`src/rtl/demux_channel_scheduler.sv`:
```
// Buffers tagged {dest, data} words in a small FIFO and replays them onto the
// demux Select/Signal/Enable bus with a programmable hold time and idle gap.
module demux_channel_scheduler #(
   parameter int unsigned DEPTH = 4,
   parameter int unsigned HOLD  = 1,
   parameter int unsigned GAP   = 0
) (
   input  logic                     Clock,
   input  logic                     Reset_n,
   input  logic                     In_Valid,
   output logic                     In_Ready,
   input  logic [1:0]               In_Dest,
   input  logic [3:0]               In_Data,
   input  logic                     Pause,
   output logic [1:0]               Select,
   output logic [3:0]               Signal,
   output logic                     Enable,
   output logic [$clog2(DEPTH):0]   Count,
   output logic                     Busy
);

   localparam int unsigned AW   = $clog2(DEPTH);
   localparam int unsigned MAXC = (HOLD > GAP) ? HOLD : GAP;
   localparam int unsigned CW   = (MAXC > 1) ? $clog2(MAXC) : 1;

   localparam logic [AW:0]   FULL      = DEPTH[AW:0];
   localparam logic [CW-1:0] HOLD_LAST = CW'(HOLD - 1);
   localparam logic [CW-1:0] GAP_LAST  = CW'(GAP - 1);

   typedef enum logic [1:0] {StIdle, StDrive, StGap} state_e;

   state_e        state_q, state_d;
   logic [CW-1:0] cnt_q, cnt_d;
   logic [1:0]    sel_q, sel_d;
   logic [3:0]    sig_q, sig_d;
   logic          en_q, en_d;

   logic [5:0]    mem_q [DEPTH];
   logic [AW-1:0] wr_ptr_q, rd_ptr_q;
   logic [AW:0]   count_q;
   logic [5:0]    head;
   logic          push, pop, start_ok, decide;

   assign In_Ready = (count_q != FULL);
   assign push     = In_Valid && In_Ready;
   assign head     = mem_q[rd_ptr_q];
   assign start_ok = (count_q != '0) && !Pause;

   always_ff @(posedge Clock or negedge Reset_n) begin
      if (!Reset_n) begin
         for (int i = 0; i < int'(DEPTH); i++) mem_q[i] <= '0;
         wr_ptr_q <= '0;
         rd_ptr_q <= '0;
         count_q  <= '0;
      end else begin
         if (push) begin
            mem_q[wr_ptr_q] <= {In_Dest, In_Data};
            wr_ptr_q        <= wr_ptr_q + 1'b1;
         end
         if (pop) rd_ptr_q <= rd_ptr_q + 1'b1;
         if (push && !pop) count_q <= count_q + 1'b1;
         else if (!push && pop) count_q <= count_q - 1'b1;
      end
   end

   always_comb begin
      state_d = state_q;
      cnt_d   = cnt_q;
      sel_d   = sel_q;
      sig_d   = sig_q;
      en_d    = en_q;
      pop     = 1'b0;
      decide  = 1'b0;

      unique case (state_q)
         StIdle:  decide = 1'b1;
         StDrive: begin
            if (cnt_q == HOLD_LAST) begin
               if (GAP > 0) begin
                  state_d = StGap;
                  en_d    = 1'b0;
                  sig_d   = '0;
                  cnt_d   = '0;
               end else begin
                  decide = 1'b1;
               end
            end else begin
               cnt_d = cnt_q + 1'b1;
            end
         end
         StGap: begin
            if (cnt_q == GAP_LAST) decide = 1'b1;
            else cnt_d = cnt_q + 1'b1;
         end
         default: state_d = StIdle;
      endcase

      // Word-start rule shared by IDLE, end of DRIVE and end of GAP
      if (decide) begin
         if (start_ok) begin
            pop     = 1'b1;
            state_d = StDrive;
            sel_d   = head[5:4];
            sig_d   = head[3:0];
            en_d    = 1'b1;
            cnt_d   = '0;
         end else begin
            state_d = StIdle;
            en_d    = 1'b0;
            sig_d   = '0;
         end
      end
   end

   always_ff @(posedge Clock or negedge Reset_n) begin
      if (!Reset_n) begin
         state_q <= StIdle;
         cnt_q   <= '0;
         sel_q   <= '0;
         sig_q   <= '0;
         en_q    <= 1'b0;
      end else begin
         state_q <= state_d;
         cnt_q   <= cnt_d;
         sel_q   <= sel_d;
         sig_q   <= sig_d;
         en_q    <= en_d;
      end
   end

   assign Select = sel_q;
   assign Signal = sig_q;
   assign Enable = en_q;
   assign Count  = count_q;
   assign Busy   = (state_q != StIdle) || (count_q != '0);

endmodule

```
`config.mk`:
```
export PLATFORM = sky130hd
export DESIGN_NAME = demux_channel_scheduler
export DESIGN_NICKNAME = d
export VERILOG_FILES = /design/src/rtl/demux_channel_scheduler.sv
export SDC_FILE = /design/constraint.sdc
export NUM_CORES = 1
export LEC_CHECK = 0
export BUFFER_PORTS_ARGS = -buffer_cell sky130_fd_sc_hd__buf_4
export CORE_UTILIZATION = 40
export CTS_CLUSTER_DIAMETER = 120
export CTS_CLUSTER_SIZE = 28
export DETAILED_ROUTE_END_ITERATION = 12
export PLACE_DENSITY = 0.57
export SKIP_LAST_GASP = 1
export SYNTH_ARGS = -nofsm -noshare
export SYNTH_HDL_FRONTEND = slang
export SYNTH_SLANG_ARGS = --single-unit
```
`constraint.sdc`:
```
create_clock -name Clock -period 2 [get_ports Clock]
set_clock_uncertainty 0.15 [all_clocks]
set_input_delay 0.2 -clock Clock [delete_from_list [all_inputs] [get_ports Clock]]
set_output_delay 0.2 -clock Clock [all_outputs]
set_load 0.05 [all_outputs]
```
# Word-level counts from Yosys, hierarchy flattened
# Cells that the tools add are included.
totals:
  register_bits: 41
  inputBits: 10
  out_inout_bits: 12
  word_cells: 63
classes:
  add_sub_neg: 5
  n_lt_le_gt_ge: 3
  n_eq_ne: 4
  mux: 22
  n_bitwise: 2
  n_reduce_logical: 15
op_table:
  columns: ["operator", "n"]
  rows:
  - ["bitwise mux 24 bit", 1]
  - ["2-to-1 mux 6 bit", 3]
  - ["binary-select mux 6 bit (select 2 bit)", 1]
  - ["demux 6 bit (select 2 bit)", 1]
  - ["2-to-1 mux 1 bit", 9]
  - ["greater-or-equal comparator 3 bit, second input constant", 2]
  - ["2-to-1 mux 3 bit", 2]
  - ["inverter 2 -> 3 bit", 2]
  - ["logical AND 1 bit", 5]
  - ["adder 2 x 1 -> 2 bit, second input constant", 2]
  - ["2-to-1 mux 2 bit", 2]
  - ["2-to-1 mux 4 bit", 1]
  - ["nonzero test 2 bit", 2]
  - ["adder 3 x 1 -> 3 bit, second input constant", 1]
  - ["logical NOT 1 bit", 3]
  - ["< comparator 3 x 1 -> 1 bit, second input constant", 1]
  - ["inequality test 3 bit, second input constant", 1]
  - ["case mux 1 bit (3 select lines)", 1]
  - ["nonzero test 3 bit", 1]
  - ["OR reduction 3 bit", 1]
  - ["subtractor 3 x 1 -> 3 bit, second input constant", 1]
  - ["== test 2 x 1 -> 1 bit, second input constant", 1]
  - ["== test 2 bit, second input constant", 1]
  - ["logical NOT 2 bit", 1]
  - ["5 further kinds", 5]

# Logic depth before layout (Yosys ltp)
logic_depth:
  depth_word: 7
  mapped_depth: 10
  mapped_depth_nobuf: 9

# Least setup slack after synthesis
# OpenSTA, ideal clock, no wires.
synth_timing:
  path_type: "register to register"
  from: "register count_q[2], in the netlist Count[2]"
  to: "register count_q[1], in the netlist Count[1]"
  setup_time_ns: 0.125
  arrival_ns: 2.305
  required_ns: 1.725
  setup_slack_ns: -0.580
  stages_incl_launch_ff: 9
  path_buffers: 1
  synth_period_minus_slack_ns: 2.580
  cell_sequence: "dfrtp_1 -> or3b_1 -> buf_6 -> nand2_2 -> inv_1 -> ha_1 -> inv_1 -> fa_1 -> mux2_2"
synth_between:
  elab_cells_between_ends: 12
  cone_classes: "1 x eq/ne; 3 x mux; 8 x reduce/logical"
synth_lines:
  columns: ["element", "line", "source"]
  rows:
  - ["start: declaration", "40", "logic [AW:0] count_q;"]
  - ["start signal: assignment", "61", "if (push && !pop) count_q <= count_q + 1'b1;"]
  - ["start signal: assignment", "62", "else if (!push && pop) count_q <= count_q - 1'b1;"]
  - ["inequality test 3 bit *", "44", "assign In_Ready = (count_q != FULL);"]
  - ["via In_Ready", "11", "output logic In_Ready,"]
  - ["logical AND 1 bit *", "45", "assign push = In_Valid && In_Ready;"]
  - ["via push", "42", "logic push, pop, start_ok, decide;"]
  - ["logical NOT 1 bit", "62", null]
  - ["logical AND 1 bit", "62", null]
  - ["nonzero test 2 bit (no line)", null, null]
# Mark *: on every way through the listed nets, which the timed path passes. The rest lies on a longest branch.
# A chain may end at the register's enable or synchronous reset.

# Worst setup path in the final report
layout_timing:
  from: "register count_q[0], in the netlist Count[0]"
  to: "register count_q[1], in the netlist Count[1]"
layout_between:
  elab_cells_between_ends: 15
  cone_classes: "2 x add/sub; 1 x eq/ne; 4 x mux; 8 x reduce/logical"
layout_lines:
  columns: ["element", "line"]
  rows:
  - ["inequality test 3 bit *", "44"]
  - ["logical AND 1 bit *", "45"]
  - ["via push", "42"]
  - ["logical NOT 1 bit", "62"]
  - ["logical AND 1 bit", "62"]
  - ["nonzero test 2 bit (no line)", null]
# Mark *: on every way through the listed nets, which the timed path passes. The rest lies on a longest branch. The select of a mux whose other input is x is not followed.

==> results.json <==
{
  "status": "finished with violations",
  "violations": "negative setup slack",
  "synth_cell_types": 25,
  "clk_path_buf_depth": 2,
  "clock-sinks": 40,
  "max-cap-violations": 0,
  "setup_viol_count_final": 2,
  "placed_area_um2": 2120,
  "timing.critical_path.cells": "or3b_4, nand2_4, inv_2, ha_4, inv_2, fa_2, mux2_4",
  "vdd_drop_max_uv": 717.3,
  "worstPathRequired_ns": 2.03,
  "p_clk_frac": 0.165,
  "pre_cts_ws_ns": -0.1658,
  "place_congestion": 0.7260,
  "post_synth_instance_area_um2": 1827,
  "cts.htree.levels": 2,
  "tritoncts": "done",
  "timing.critical_path.slowest_stage_cell": "sky130_fd_sc_hd__dfrtp_2",
  "finalInstanceArea_um2": 2278,
  "wl_per_cell_um": 16.47,
  "number_of_nets_produced_by_synthesis": 131,
  "synth_enable_flop_cells": 0,
  "drt-pass1-iter-count": 4,
  "seq_area_frac_synth": 0.5479,
  "syn_to_final_growth_pct": 24.73,
  "power.internal_w": 0.002526,
  "route.final.wire_length_mm": 3.393,
  "synthesis.area_per_instance_um2": 15.88,
  "final_layout_size_suffix_gt1_frac": 0.5844,
  "first_global_vias": 1151,
  "critical_path.top_delay_family": "adder cells",
  "seqPwrFrac": 0.378,
  "first_iter_violations": 26,
  "fill_cells": 370,
  "core-area_um2": 4384,
  "route.detailed.drc": 0,
  "p_sw_frac": 0.3592,
  "power.density_cell_area_nw_per_um2": 1730,
  "setup.worst_path.start_class": "register",
  "hp-class": "in -> reg",
  "global_route.overflow_total": 0,
  "cp_num_buf_inv": 2,
  "fmax_mhz": 473.3,
  "total_leakage_power_nw": 1.021,
  "number_of_i_o_pins": 22,
  "clkSlewWorstSetupHoldPaths_ns": 0.08,
  "clock_tree.root_cell": "sky130_fd_sc_hd__clkbuf_8",
  "rsz0062_at_grt": "true",
  "critical_path.max_fanout": 3,
  "finalHoldViolCount": 0,
  "initial_utilization": 0.4167,
  "worst_slew_margin_rel": 0.6663,
  "max_slew.worst_pin.slew_ns": 0.5005,
  "grt_pass1_wl_mm": 5.747,
  "yosys_warnings": 0,
  "dieArea_um2": 4841,
  "endpoint_kind_of_the_worst_setup_timing_path": "register",
  "grt_max_degree": 41,
  "dp_hpwl_mm": 2.283,
  "layout_worst_path_cycle_share": 1.056,
  "rows": 24,
  "worst_slack_ns": -0.1129,
  "number_of_antenna_repair_diodes": 0,
  "drt-vias-per-instance": 5.165,
  "critical_path_class": "reg -> reg",
  "critical_path.max_stage_delay_ns": 0.43,
  "arrival_ns": 2.14,
  "fin_setup_tns_ns": -0.1416,
  "vias": 1064,
  "die_width_um": 69.58,
  "power_frac_comb": 0.457,
  "cts_made_buffers": 5,
  "net_total_in_the_final_layout": 169,
  "ys.flop_type": "sky130_fd_sc_hd__dfrtp_1",
  "timing.final.max_slew_violations": 0,
  "detail-route-antenna-nets": 0,
  "io_buffers": 21,
  "path_common_cell": "sky130_fd_sc_hd__inv_2",
  "yosys_register_bits": 40,
  "layout_min_cycle_time_ns": 2.113,
  "floorplan.die.height_um": 69.58,
  "post_synth_inst_count": 115,
  "globalRouteTotalUtil": 0.1593,
  "asyncSetResetFlopFracSynth": 1.000,
  "total_switching_power_w": 0.001416,
  "worstSkewPairLatency_ns": 0.29,
  "grt_antenna_before_repair": 0
}
## registers in the layout, summed over array words and instances (netlist names)
register and count:
mem_q 24, cnt_q 1, Select 2, Enable 1, wr_ptr_q 2, state_q 1
rd_ptr_q 2, Signal 4, Count 3
## power by group through the flow
| stage | sequential (W) | combinational (W) | clock [W] |
|---|---|---|---|
| detailed placement | 0.00151 | 0.00177 | 0 |
| finish | 0.00149 | 0.00180 | 0.000650 |
| floorplan | 0.00168 | 0.00113 | 0 |
| CTS | 0.00150 | 0.00181 | 0.000670 |
| global route | 0.00155 | 0.00193 | 0.000711 |
| global placement | 0.00149 | 0.00172 | 0 |
## area by class of cell
cell class                      count  area, µm²  area share
Inverter                            5      18.77    0.008237
Multi-Input combinational cell     66      814.5      0.3575
Timing Repair Buffer               35      267.8      0.1175
Clock buffer                        6      72.57     0.03185
Sequential cell                    40       1005      0.4410
Clock inverter                      2      35.03     0.01538
Tap cell                           52      65.06     0.02856
## cell usage in the layout (no fill, tap or decap), types with 2 or more instances in the layout
cell / instances
sky130_fd_sc_hd__nor2_1: 2
sky130_fd_sc_hd__buf_4: 33
sky130_fd_sc_hd__xnor2_1: 2
sky130_fd_sc_hd__clkbuf_8: 5
sky130_fd_sc_hd__a22o_1: 4
sky130_fd_sc_hd__mux2_2: 26
sky130_fd_sc_hd__mux4_2: 6
sky130_fd_sc_hd__dlygate4sd3_1: 2
sky130_fd_sc_hd__inv_2: 3
sky130_fd_sc_hd__dfrtp_2: 3
sky130_fd_sc_hd__inv_1: 2
sky130_fd_sc_hd__dfrtp_1: 37
sky130_fd_sc_hd__ha_1: 4
sky130_fd_sc_hd__nor3_4: 2
sky130_fd_sc_hd__nand3_4: 4
sky130_fd_sc_hd__xor2_1: 4
## cells in the mapped netlist (2+ instances only)
| master | n | area share |
|---|---|---|
| sky130_fd_sc_hd__mux2_2 | 27 | 0.17 |
| sky130_fd_sc_hd__nand3_4 | 4 | 0.038 |
| sky130_fd_sc_hd__buf_2 | 2 | 0.0055 |
| sky130_fd_sc_hd__xnor2_1 | 2 | 0.0096 |
| sky130_fd_sc_hd__dfrtp_1 | 40 | 0.55 |
| sky130_fd_sc_hd__a22o_1 | 4 | 0.019 |
| sky130_fd_sc_hd__inv_1 | 5 | 0.010 |
| sky130_fd_sc_hd__ha_1 | 5 | 0.034 |
| sky130_fd_sc_hd__mux4_2 | 6 | 0.074 |
| sky130_fd_sc_hd__nor2_1 | 2 | 0.0041 |
| sky130_fd_sc_hd__xor2_1 | 4 | 0.019 |
## layer usage
layer	share of wire	global-route usage	vias to the layer above
met5	0	0	-
met4	0.019	0.07483	0
met3	0.030	0.03488	7
met2	0.53	0.2708	21
met1	0.42	0.1919	553
li1	-	-	483
## cells by family after synthesis
kind of cell,after synthesis,synth area share
multiplexers,34,0.2466
AO/OA/AOI/OAI,5,0.02329
adder cells (fa/ha/maj),6,0.04521
AND/OR/NAND/NOR,15,0.08426
buffers and inverters,9,0.02397
XOR/XNOR,6,0.02877
flip-flops,40,0.5479
## worst register-to-register path, cell delays in order (launching register included)
cell,delay (ns)
sky130_fd_sc_hd__dfrtp_2,0.43
sky130_fd_sc_hd__or3b_4,0.42
sky130_fd_sc_hd__nand2_4,0.07
sky130_fd_sc_hd__inv_2,0.04
sky130_fd_sc_hd__ha_4,0.15
sky130_fd_sc_hd__inv_2,0.05
sky130_fd_sc_hd__fa_2,0.41
sky130_fd_sc_hd__mux2_4,0.27
## timing repair
| action | CTS | global route |
|---|---|---|
| hold buffers | 2 | 0 |
| resized for setup | 2 | 1 |
| endpoints found under the hold margin | 41 | 0 |
| gates cloned | 0 | 0 |
| pin swaps | 3 | 3 |
| buffers inserted | 2 | 1 |
| setup endpoints to repair | 2 | 2 |
## final timing paths
check	to	slack, ns	depth (start not counted)	from
worst min-delay path	mem_q[18]$_DFFE_PN0P_	0.01	2	In_Data[0]
worst max-delay path	Count[1]$_DFFE_PN0P_	-0.11	7	Count[0]$_DFFE_PN0P_
worst min register to register	cnt_q$_DFF_PN0_	0.30	1	state_q[0]$_DFFE_PN0N_
max in group asynchronous	Count[2]$_DFFE_PN0P_	1.07	2	Reset_n
min in group asynchronous	mem_q[10]$_DFFE_PN0P_	0.26	2	Reset_n
worst max register to register	Count[1]$_DFFE_PN0P_	-0.11	7	Count[0]$_DFFE_PN0P_
## through the flow
step           instances    util  total power (W)  hold slack (ns)
4_1_cts              205  0.5174         0.003980         0.006750
6_report             206  0.5197         0.003942          0.01120
5_1_grt              206  0.5197         0.004193         0.005267
3_5_place_dp         193  0.4834         0.003276          0.05541
2_1_floorplan        115       -         0.002801          -0.2456
3_3_place_gp         193  0.4834         0.003207          0.05021
No activity file was read; power rests on OpenSTA's default activity.
